`src/rtl/hazard_pkg.sv`:
```
// Shared types and helpers for the hazard unit and its scoreboard.
package hazard_pkg;

    localparam int MAX_DEPTH = 7;
    localparam int FWD_REGFILE = 0;

    typedef struct packed {
        logic       valid;
        logic [4:0] rd;
        logic       is_load;
    } sb_entry_t;

    // Index k holds stage k; index 0 is never valid so a stage number
    // can be used directly as an index without range guards.
    typedef sb_entry_t [MAX_DEPTH:0] sb_vec_t;

    // Returns the smallest stage whose valid entry writes rs, or 0 if none.
    // Scanning from oldest to youngest lets the youngest match overwrite.
    function automatic logic [2:0] match_youngest(input sb_vec_t sb,
                                                  input logic [4:0] rs,
                                                  input logic used);
        logic [2:0] hit;
        hit = 3'(FWD_REGFILE);
        if (used && rs != 5'd0) begin
            for (int k = MAX_DEPTH; k >= 1; k--) begin
                if (sb[k].valid && sb[k].rd == rs) begin
                    hit = 3'(k);
                end
            end
        end
        return hit;
    endfunction

endpackage

```
`src/rtl/hazard_unit_if.sv`:
```
// Decode-stage hazard request and the forwarding/stall/flush response.
interface hazard_unit_if #(parameter int FWD_W = 2);

    logic             id_valid;
    logic [4:0]       id_rs1;
    logic [4:0]       id_rs2;
    logic             id_rs1_used;
    logic             id_rs2_used;
    logic [4:0]       id_rd;
    logic             id_reg_write;
    logic             id_is_load;
    logic             id_br_taken;
    logic [FWD_W-1:0] fwd_sel_a;
    logic [FWD_W-1:0] fwd_sel_b;
    logic             stall;
    logic             flush;

    modport master (
        output id_valid, id_rs1, id_rs2, id_rs1_used, id_rs2_used,
               id_rd, id_reg_write, id_is_load, id_br_taken,
        input  fwd_sel_a, fwd_sel_b, stall, flush
    );

    modport slave (
        input  id_valid, id_rs1, id_rs2, id_rs1_used, id_rs2_used,
               id_rd, id_reg_write, id_is_load, id_br_taken,
        output fwd_sel_a, fwd_sel_b, stall, flush
    );

endinterface

```
`src/rtl/hazard_scoreboard.sv`:
```
// DEPTH-stage shift register of in-flight destination registers.
// It never freezes: a non-issuing cycle simply shifts in a bubble.
module hazard_scoreboard
    import hazard_pkg::*;
#(
    parameter int DEPTH = 2
) (
    input  logic       clk,
    input  logic       reset,
    input  logic       issue,
    input  logic [4:0] rd,
    input  logic       reg_write,
    input  logic       is_load,
    output sb_vec_t    sb
);

    sb_entry_t [DEPTH:1] ent;
    sb_entry_t           new_ent;

    // Build the stage-1 entry; x0 writes and non-writers become bubbles.
    always_comb begin
        new_ent         = '0;
        new_ent.valid   = issue && reg_write && (rd != 5'd0);
        new_ent.rd      = rd;
        new_ent.is_load = is_load;
        if (!new_ent.valid) begin
            new_ent = '0;
        end
    end

    // Advance every entry one stage per cycle; the last stage retires.
    always_ff @(posedge clk or negedge reset) begin
        if (!reset) begin
            ent <= '0;
        end else begin
            ent[1] <= new_ent;
            for (int k = 2; k <= DEPTH; k++) begin
                ent[k] <= ent[k-1];
            end
        end
    end

    // Present the entries on a fixed-size vector padded with invalid stages.
    always_comb begin
        sb = '0;
        for (int k = 1; k <= DEPTH; k++) begin
            sb[k] = ent[k];
        end
    end

endmodule

```
`src/rtl/hazard_unit.sv`:
```
// Operand forwarding, load-use stall and post-branch flush generation.
module hazard_unit
    import hazard_pkg::*;
#(
    parameter int DEPTH        = 2,
    parameter int LOAD_STAGE   = 2,
    parameter int FLUSH_CYCLES = 1,
    parameter int FWD_W        = $clog2(DEPTH + 1)
) (
    input  logic         clk,
    input  logic         reset,
    hazard_unit_if.slave hz
);

    localparam logic [2:0] LOAD_K  = 3'(LOAD_STAGE);
    localparam logic [2:0] FLUSH_K = 3'(FLUSH_CYCLES);

    sb_vec_t    sb;
    logic [2:0] win_a;
    logic [2:0] win_b;
    logic       load_hit_a;
    logic       load_hit_b;
    logic       stall;
    logic       flush;
    logic       issue;
    logic       br_accept;
    logic [2:0] flush_cnt;

    hazard_scoreboard #(.DEPTH(DEPTH)) u_sb (
        .clk       (clk),
        .reset     (reset),
        .issue     (issue),
        .rd        (hz.id_rd),
        .reg_write (hz.id_reg_write),
        .is_load   (hz.id_is_load),
        .sb        (sb)
    );

    // Youngest producer per operand, then the load-use hazard check.
    always_comb begin
        win_a      = match_youngest(sb, hz.id_rs1, hz.id_rs1_used);
        win_b      = match_youngest(sb, hz.id_rs2, hz.id_rs2_used);
        load_hit_a = (win_a != 3'd0) && sb[win_a].is_load && (win_a < LOAD_K);
        load_hit_b = (win_b != 3'd0) && sb[win_b].is_load && (win_b < LOAD_K);
        flush      = (flush_cnt != 3'd0);
        stall      = hz.id_valid && !flush && (load_hit_a || load_hit_b);
        issue      = hz.id_valid && !stall && !flush;
        br_accept  = issue && hz.id_br_taken;
    end

    // Drive the response; forwarding is meaningless for a dead decode slot.
    always_comb begin
        hz.fwd_sel_a = FWD_W'(FWD_REGFILE);
        hz.fwd_sel_b = FWD_W'(FWD_REGFILE);
        if (hz.id_valid && !flush) begin
            hz.fwd_sel_a = FWD_W'(win_a);
            hz.fwd_sel_b = FWD_W'(win_b);
        end
        hz.stall = stall;
        hz.flush = flush;
    end

    // Flush down-counter: loaded on an accepted taken branch, then drains.
    always_ff @(posedge clk or negedge reset) begin
        if (!reset) begin
            flush_cnt <= 3'd0;
        end else if (br_accept) begin
            flush_cnt <= FLUSH_K;
        end else if (flush_cnt != 3'd0) begin
            flush_cnt <= flush_cnt - 3'd1;
        end
    end

endmodule

```
`src/flat_wrapper.sv`:
```
// flat-port wrapper written by rule: the top's interface ports become plain ports
module hazard_unit_flat import hazard_pkg::*;
#(
    parameter int DEPTH        = 2,
    parameter int LOAD_STAGE   = 2,
    parameter int FLUSH_CYCLES = 1,
    parameter int FWD_W        = $clog2(DEPTH + 1)
)
  (clk, reset, hz_id_valid, hz_id_rs1, hz_id_rs2, hz_id_rs1_used, hz_id_rs2_used, hz_id_rd, hz_id_reg_write, hz_id_is_load, hz_id_br_taken, hz_fwd_sel_a, hz_fwd_sel_b, hz_stall, hz_flush);
  hazard_unit_if #(.FWD_W(FWD_W)) hz_i ();
  input  logic clk;
  input  logic reset;
  input wire logic [$bits(hz_i.id_valid)-1:0] hz_id_valid;
  input wire logic [$bits(hz_i.id_rs1)-1:0] hz_id_rs1;
  input wire logic [$bits(hz_i.id_rs2)-1:0] hz_id_rs2;
  input wire logic [$bits(hz_i.id_rs1_used)-1:0] hz_id_rs1_used;
  input wire logic [$bits(hz_i.id_rs2_used)-1:0] hz_id_rs2_used;
  input wire logic [$bits(hz_i.id_rd)-1:0] hz_id_rd;
  input wire logic [$bits(hz_i.id_reg_write)-1:0] hz_id_reg_write;
  input wire logic [$bits(hz_i.id_is_load)-1:0] hz_id_is_load;
  input wire logic [$bits(hz_i.id_br_taken)-1:0] hz_id_br_taken;
  output wire logic [$bits(hz_i.fwd_sel_a)-1:0] hz_fwd_sel_a;
  output wire logic [$bits(hz_i.fwd_sel_b)-1:0] hz_fwd_sel_b;
  output wire logic [$bits(hz_i.stall)-1:0] hz_stall;
  output wire logic [$bits(hz_i.flush)-1:0] hz_flush;
  assign hz_i.id_valid = hz_id_valid;
  assign hz_i.id_rs1 = hz_id_rs1;
  assign hz_i.id_rs2 = hz_id_rs2;
  assign hz_i.id_rs1_used = hz_id_rs1_used;
  assign hz_i.id_rs2_used = hz_id_rs2_used;
  assign hz_i.id_rd = hz_id_rd;
  assign hz_i.id_reg_write = hz_id_reg_write;
  assign hz_i.id_is_load = hz_id_is_load;
  assign hz_i.id_br_taken = hz_id_br_taken;
  assign hz_fwd_sel_a = hz_i.fwd_sel_a;
  assign hz_fwd_sel_b = hz_i.fwd_sel_b;
  assign hz_stall = hz_i.stall;
  assign hz_flush = hz_i.flush;
  hazard_unit #(.DEPTH(DEPTH), .LOAD_STAGE(LOAD_STAGE), .FLUSH_CYCLES(FLUSH_CYCLES), .FWD_W(FWD_W)) u_core (.clk(clk), .reset(reset), .hz(hz_i));
endmodule
```
`config.mk`:
```
export PLATFORM = sky130hd
export DESIGN_NAME = hazard_unit_flat
export DESIGN_NICKNAME = d
export VERILOG_FILES = /design/src/rtl/hazard_pkg.sv /design/src/rtl/hazard_unit_if.sv /design/src/rtl/hazard_scoreboard.sv /design/src/rtl/hazard_unit.sv /design/src/flat_wrapper.sv
export SDC_FILE = /design/constraint.sdc
export NUM_CORES = 1
export LEC_CHECK = 0
export BUFFER_PORTS_ARGS = -buffer_cell sky130_fd_sc_hd__buf_2
export CAP_MARGIN = 40
export CORE_ASPECT_RATIO = 0.75
export CORE_MARGIN = 4
export CORE_UTILIZATION = 45
export DETAILED_ROUTE_END_ITERATION = 12
export GPL_TIMING_DRIVEN = 0
export PLACE_DENSITY = 0.72
export SLEW_MARGIN = 0
export SYNTH_ARGS = -nofsm -noshare
export SYNTH_HDL_FRONTEND = slang
export SYNTH_SLANG_ARGS = --single-unit
```
`constraint.sdc`:
```
create_clock -name clk -period 2.1 [get_ports clk]
set_input_delay 0.315 -clock clk [delete_from_list [all_inputs] [get_ports clk]]
set_output_delay 0.315 -clock clk [all_outputs]
set_load 0.01 [all_outputs]
```
==> results.yml, run 1 <==
outcome:
  status: "finished, violations left"
  violations: "setup timing"
critical_path:
  rr_worst_depth: 6
  reg2reg_slack_ns: 0.31
  critical_path_class: "flop to primary output"
  endpoint_kind: "primary output"
  cp-start-kind: "flop"
  endpoint: "hz_stall"
  r2r-end: "u_core.flush_cnt[1]"
  cp_data_required_time_ns: 1.78
  cp.arrival_ns: 1.95
  crit_start: "u_core.u_sb.sb[8]"
  rr_startpoint: "u_core.u_sb.sb[8]"
  critPathMaxFanout: 3
layout:
  multiInputGateArea_um2: 576
  nets: 162
  drive_above_1_share_pct: 43.7
  finalInstanceArea_um2: 1270
  fill_cells: 130
  final_common_cell: "buf_2"
  area_growth_pct: 38.5
  post-route-util_pct: 69.3
  num_antenna_cells: 0
  seq_area_um2: 403
  final_cell_mix: "buf_2, nand2_1, dfrtp_1"
synthesis:
  ys_types: 21
  ys_ff_latch: 16
  synth_area_um2: 920
  ys_warn_count: 0
  syn_area_per_cell_um2: 9.78
  synthCells: 94
  async_flop_share_pct: 100
  yosysSeqAreaShare_pct: 43.5
  syn_nets: 119
  synth-edff-count: 0
  synth_ff_type: "dfrtp_1"
run:
  maxCapViolCount: 0
clock_network:
  cts_tree: "built"
  cts_made_buffers: 3
  path_clk_slew_ns: 0.09
  cts_sinks: 16
  cts_buffer_depth: 2
  htreeDepth: 1
  insertion_delay_ns: 0.28
  clockRootBuffer: "clkbuf_4"
sta:
  tightest_slew_ns: 0.333
  clock_skew_ns: 0.00752
  layout_setup_ws_ns: -0.163
  period_share_pct: 108
  fmax_mhz: 442
  min_period_ns: 2.26
  hold_viol: 0
  fin_tns_setup_ns: -0.431
  rsz0062_at_grt: "true"
  setup_viol: 5
  slew_viol_final: 0
  maxSlewHeadroom_pct: 77.8
place:
  placed_cell_area_um2: 1090
  dp_hpwl_um: 1610
  io_buffers: 28
  gp_congestion: 0.784
  place_ws_ns: -0.0362
global_route:
  grt_max_degree: 17
  grt_overflow: 0
  grt_pass1_wl_um: 3330
  antenna_found_initial: 0
  first_global_vias: 765
  grt.total_usage_pct: 16.1
die:
  start_util_pct: 50.0
  die_w_um: 60.2
  dieArea_um2: 2840
  die_height_um: 47.2
  design.core.area_um2: 1840
  placement_rows: 13
  ioPinCount: 29
pwr:
  total_power_w: 0.000953
  ir_worst_vdd_mv: 0.595
  leakagePower_nw: 0.576
  p_per_area_nw_per_um2: 748
drt:
  ant_nets: 0
  avgViaCountPerCell: 5.18
  dr.pass1.iters: 4
  wl_per_cell_um: 14.1
  vias: 813
  wl_um: 2210
  drc: 0
  first_iter_violations: 29
worst_hold_path:
  hp-class: "primary input to flop"
final cells by class:
| type | instances | share of cell area (%) |
|---|---|---|
| Timing Repair Buffer | 38 | 17.7 |
| Buffer | 1 | 0.393 |
| Inverter | 4 | 1.18 |
| Multi-Input combinational cell | 73 | 45.2 |
| Clock buffer | 3 | 1.77 |
| Tap cell | 22 | 2.16 |
| Sequential cell | 16 | 31.6 |
per-layer routing:
metal / up-vias / track usage, % / part of all wire [%]
li1: 403 / - / -
met1: 379 / 22.1 / 46
met2: 29 / 26.3 / 47
met3: 2 / 2.47 / 6.9
met4: 0 / 5.31 / 0.54
met5: - / 0 / 0
cell families after synthesis:
| group | synth area share, % |
|---|---|
| compound gates | 4.76 |
| xor+xnor | 20.0 |
| fa+ha+maj | 2.72 |
| buf+inv | 2.04 |
| flops | 43.5 |
| simple gates | 26.9 |
power breakdown:
group	internal (W)	leakage [nW]	switching, W	total [W]
registers	0.000360	0.213	0.0000359	0.000396
logic	0.000183	0.350	0.000220	0.000403
clock network	0.0000664	0.0138	0.0000873	0.000154
total	0.000610	0.576	0.000343	0.000953
flip-flops by register name, indices dropped and copies added (netlist names):
register / cells
u_core.flush_cnt: 3
u_core.u_sb.sb: 13
through the flow:
| stage | instances | hold WS (ns) |
|---|---|---|
| floorplan | 94 | 0.0194 |
| global placement | 144 | 0.234 |
| detailed placement | 144 | 0.235 |
| CTS | 153 | 0.240 |
| global route | 157 | 0.240 |
| finish | 157 | 0.242 |
synthesized netlist by cell type, types with 2 or more instances:
cell	count	area share (%)
or4_1	4	3.3
ha_1	2	2.7
nand3_1	3	1.6
nor3b_1	6	4.9
nor3_1	4	2.2
nor2_1	5	2.0
nand2_1	14	5.7
dfrtp_1	16	44
xnor2_1	14	13
o21ai_0	2	1.1
xor2_1	7	6.7
o21ai_1	3	1.6
nor4_1	2	1.4
or4_4	2	2.4
inv_1	4	1.6
worst min path at each step:
stage | from | slack [ns] | cells past startpoint | endpoint
floorplan | reset | 0.02 | 0 | u_core.flush_cnt[0]
global placement | reset | 0.23 | 1 | u_core.u_sb.sb[9]
detailed placement | reset | 0.24 | 1 | u_core.u_sb.sb[9]
CTS | hz_id_is_load | 0.24 | 3 | u_core.u_sb.sb[7]
global route | hz_id_is_load | 0.24 | 3 | u_core.u_sb.sb[7]
finish | hz_id_is_load | 0.24 | 3 | u_core.u_sb.sb[7]
worst max-delay path, cell delays in order (launching register included):
cell	delay, ns
dfrtp_1	0.43
xnor2_1	0.18
nand2_1	0.11
or4_4	0.57
a21boi_4	0.15
and2b_1	0.12
buf_2	0.12
what timing repair did:
item / in CTS / in global routing
pin swaps: 10 / 8
buffers inserted: 5 / 4
setup endpoints to repair: 5 / 5
gates resized for setup: 8 / 13
hold buffers: 1 / 0
hold endpoints to repair: 16 / 0
gates cloned: 0 / 0
(Power assumes the default switching activity.)
==> run 2: changes to the inputs <==
- CORE_MARGIN: 4 -> 5
- PLACE_DENSITY: 0.72 -> 0.65
- SYNTH_HIERARCHICAL: default -> 1
==> run 2 against run 1 <==
Compared with the run above:
- the flow still finishes with violations (setup timing)
- die area grew 93%
- core utilization fell by 13 points
- combinational power grew 35%
- synthesized cell count is 130% higher
- first-iteration DRC count is 72% higher
- critical path type unchanged
- critical endpoint unchanged
==> results.yml, run 2 <==
outcome:
  status: "finished, violations left"
  violations: "setup timing"
critical_path:
  cp.arrival_ns: 1.93
  cp-start-kind: "flop"
  worstSetupPathDepth: 7
  rr_startpoint: "u_core/u_sb/sb[10]"
  r2r-end: "u_core/u_sb/sb[11]"
  critical_path_buf_inv_count: 1
  cpPeakStageDelay_ns: 0.41
  cp_top_family: "simple AND/OR/NAND/NOR gates"
  path_cells: "xor2_1 -> nor4_1 -> and3_1 -> a211oi_2 -> o31a_4 -> nor2_2 -> buf_2"
  critPathMaxFanout: 4
  critical_path_class: "flop to primary output"
  cp_data_required_time_ns: 1.78
  crit_path_top_delay_cell: "dfrtp_1"
  rr_worst_depth: 7
  endpoint_kind: "primary output"
  crit_start: "u_core/u_sb/sb[10]"
  endpoint: "hz_stall"
  reg2reg_slack_ns: 0.10
layout:
  nets: 295
  area_growth_pct: 21.8
  post-route-util_pct: 56.1
  finalInstanceArea_um2: 2250
  final_cell_mix: "xor2_1, buf_4, conb_1"
  drive_above_1_share_pct: 29.1
  final_common_cell: "xor2_1"
  largest_reg_flops: 13
  num_antenna_cells: 0
place:
  gp_congestion: 0.778
  io_buffers: 18
  place_ws_ns: -0.258
  placed_cell_area_um2: 2110
die:
  ioPinCount: 29
  die_w_um: 83.9
  die_height_um: 65.4
  design.core.area_um2: 4000
  dieArea_um2: 5490
  start_util_pct: 46.1
  placement_rows: 20
drt:
  wl_um: 4080
  drc: 0
  ant_nets: 0
  vias: 1486
  first_iter_violations: 50
  dr.pass1.iters: 4
  avgViaCountPerCell: 4.60
  wl_per_cell_um: 12.6
sta:
  fin_worst_hold_slack_ns: 0.308
  fmax_mhz: 446
  tightest_slew_ns: 0.607
  period_share_pct: 107
  maxSlewHeadroom_pct: 59.6
  layout_setup_ws_ns: -0.141
  hold_viol: 0
  setup_viol: 2
  slew_viol_final: 0
  clock_skew_ns: 0.00429
  rsz0062_at_grt: "true"
  min_period_ns: 2.24
global_route:
  first_global_vias: 1463
  grt_use_met2_pct: 26.6
  antenna_found_initial: 0
  grt_overflow: 0
  met3_usage_pct: 1.88
  use_met1_pct: 19.6
  grt_max_degree: 17
  grt.total_usage_pct: 14.9
  gr-max-usage-layer: "met2"
  grt_pass1_wl_um: 6700
run:
  maxCapViolCount: 0
pwr:
  leakagePower_nw: 1.18
  p_per_area_nw_per_um2: 514
  ir_worst_vdd_mv: 0.449
  total_power_w: 0.00115
clock_network:
  path_clk_slew_ns: 0.06
  cts_made_buffers: 3
  clockRootBuffer: "clkbuf_8"
  htreeDepth: 1
  cts_tree: "built"
  cts_buffer_depth: 2
  insertion_delay_ns: 0.24
  cts_sinks: 16
synthesis:
  synth_area_um2: 1840
  ys_warn_count: 6
  syn_area_per_cell_um2: 8.70
  synthCells: 212
worst_hold_path:
  whs_path_depth: 3
  hp-class: "primary input to flop"
==> run 2: per-stage QoR <==
stage | setup TNS (ns) | cells
after floorplan | 0 | 241
after global placement | -2.04 | 314
after detailed placement | -1.79 | 314
after CTS | -0.144 | 320
after global routing | -0.576 | 323
final | -0.143 | 323
==> run 2: metal layers <==
layer,routed length (um),vias to the layer above
li1,-,769
met1,1930,687
met2,2000,28
met3,132,2
met4,10,0
met5,0,-
==> run 2: where the power goes <==
part           switching [W]  internal, W  total, W
sequential         0.0000318     0.000360  0.000392
clock              0.0000913     0.000127  0.000218
combinational       0.000282     0.000263  0.000545
total               0.000405     0.000750   0.00115
==> run 2: cell type report <==
| cell class | count | area [um2] |
|---|---|---|
| Inverter | 6 | 22.5 |
| Buffer | 40 | 298 |
| Fill cell | 392 | 1760 |
| Sequential cell | 16 | 400 |
| Clock buffer | 3 | 41.3 |
| Multi-Input combinational cell | 178 | 1270 |
| Tap cell | 55 | 68.8 |
| Timing Repair Buffer | 25 | 145 |
==> run 2: what timing repair did <==
action / in CTS / in global routing
hold buffers: 1 / 0
setup endpoints to repair: 7 / 6
setup buffers: 3 / 4
resized for setup: 6 / 8
pin swaps: 3 / 4
endpoints found under the hold margin: 16 / 0
==> run 2: worst min-delay path by stage <==
stage	end	start	slack, ns
6_report	u_core/u_sb/sb[7]	hz_id_is_load	0.31
5_1_grt	u_core/u_sb/sb[7]	hz_id_is_load	0.32
4_1_cts	u_core/u_sb/sb[7]	hz_id_is_load	0.31
3_5_place_dp	u_core/u_sb/sb[20]	reset	0.24
3_3_place_gp	u_core/u_sb/sb[15]	reset	0.24
2_1_floorplan	u_core/flush_cnt[0]	reset	0.02
==> run 2: worst register-to-register path, stage by stage (launching register included) <==
cell	delay, ns
dfrtp_1	0.41
xor2_1	0.15
nor4_1	0.25
and3_1	0.25
a211oi_2	0.07
o31a_4	0.36
nor2b_2	0.19
and3_2	0.22
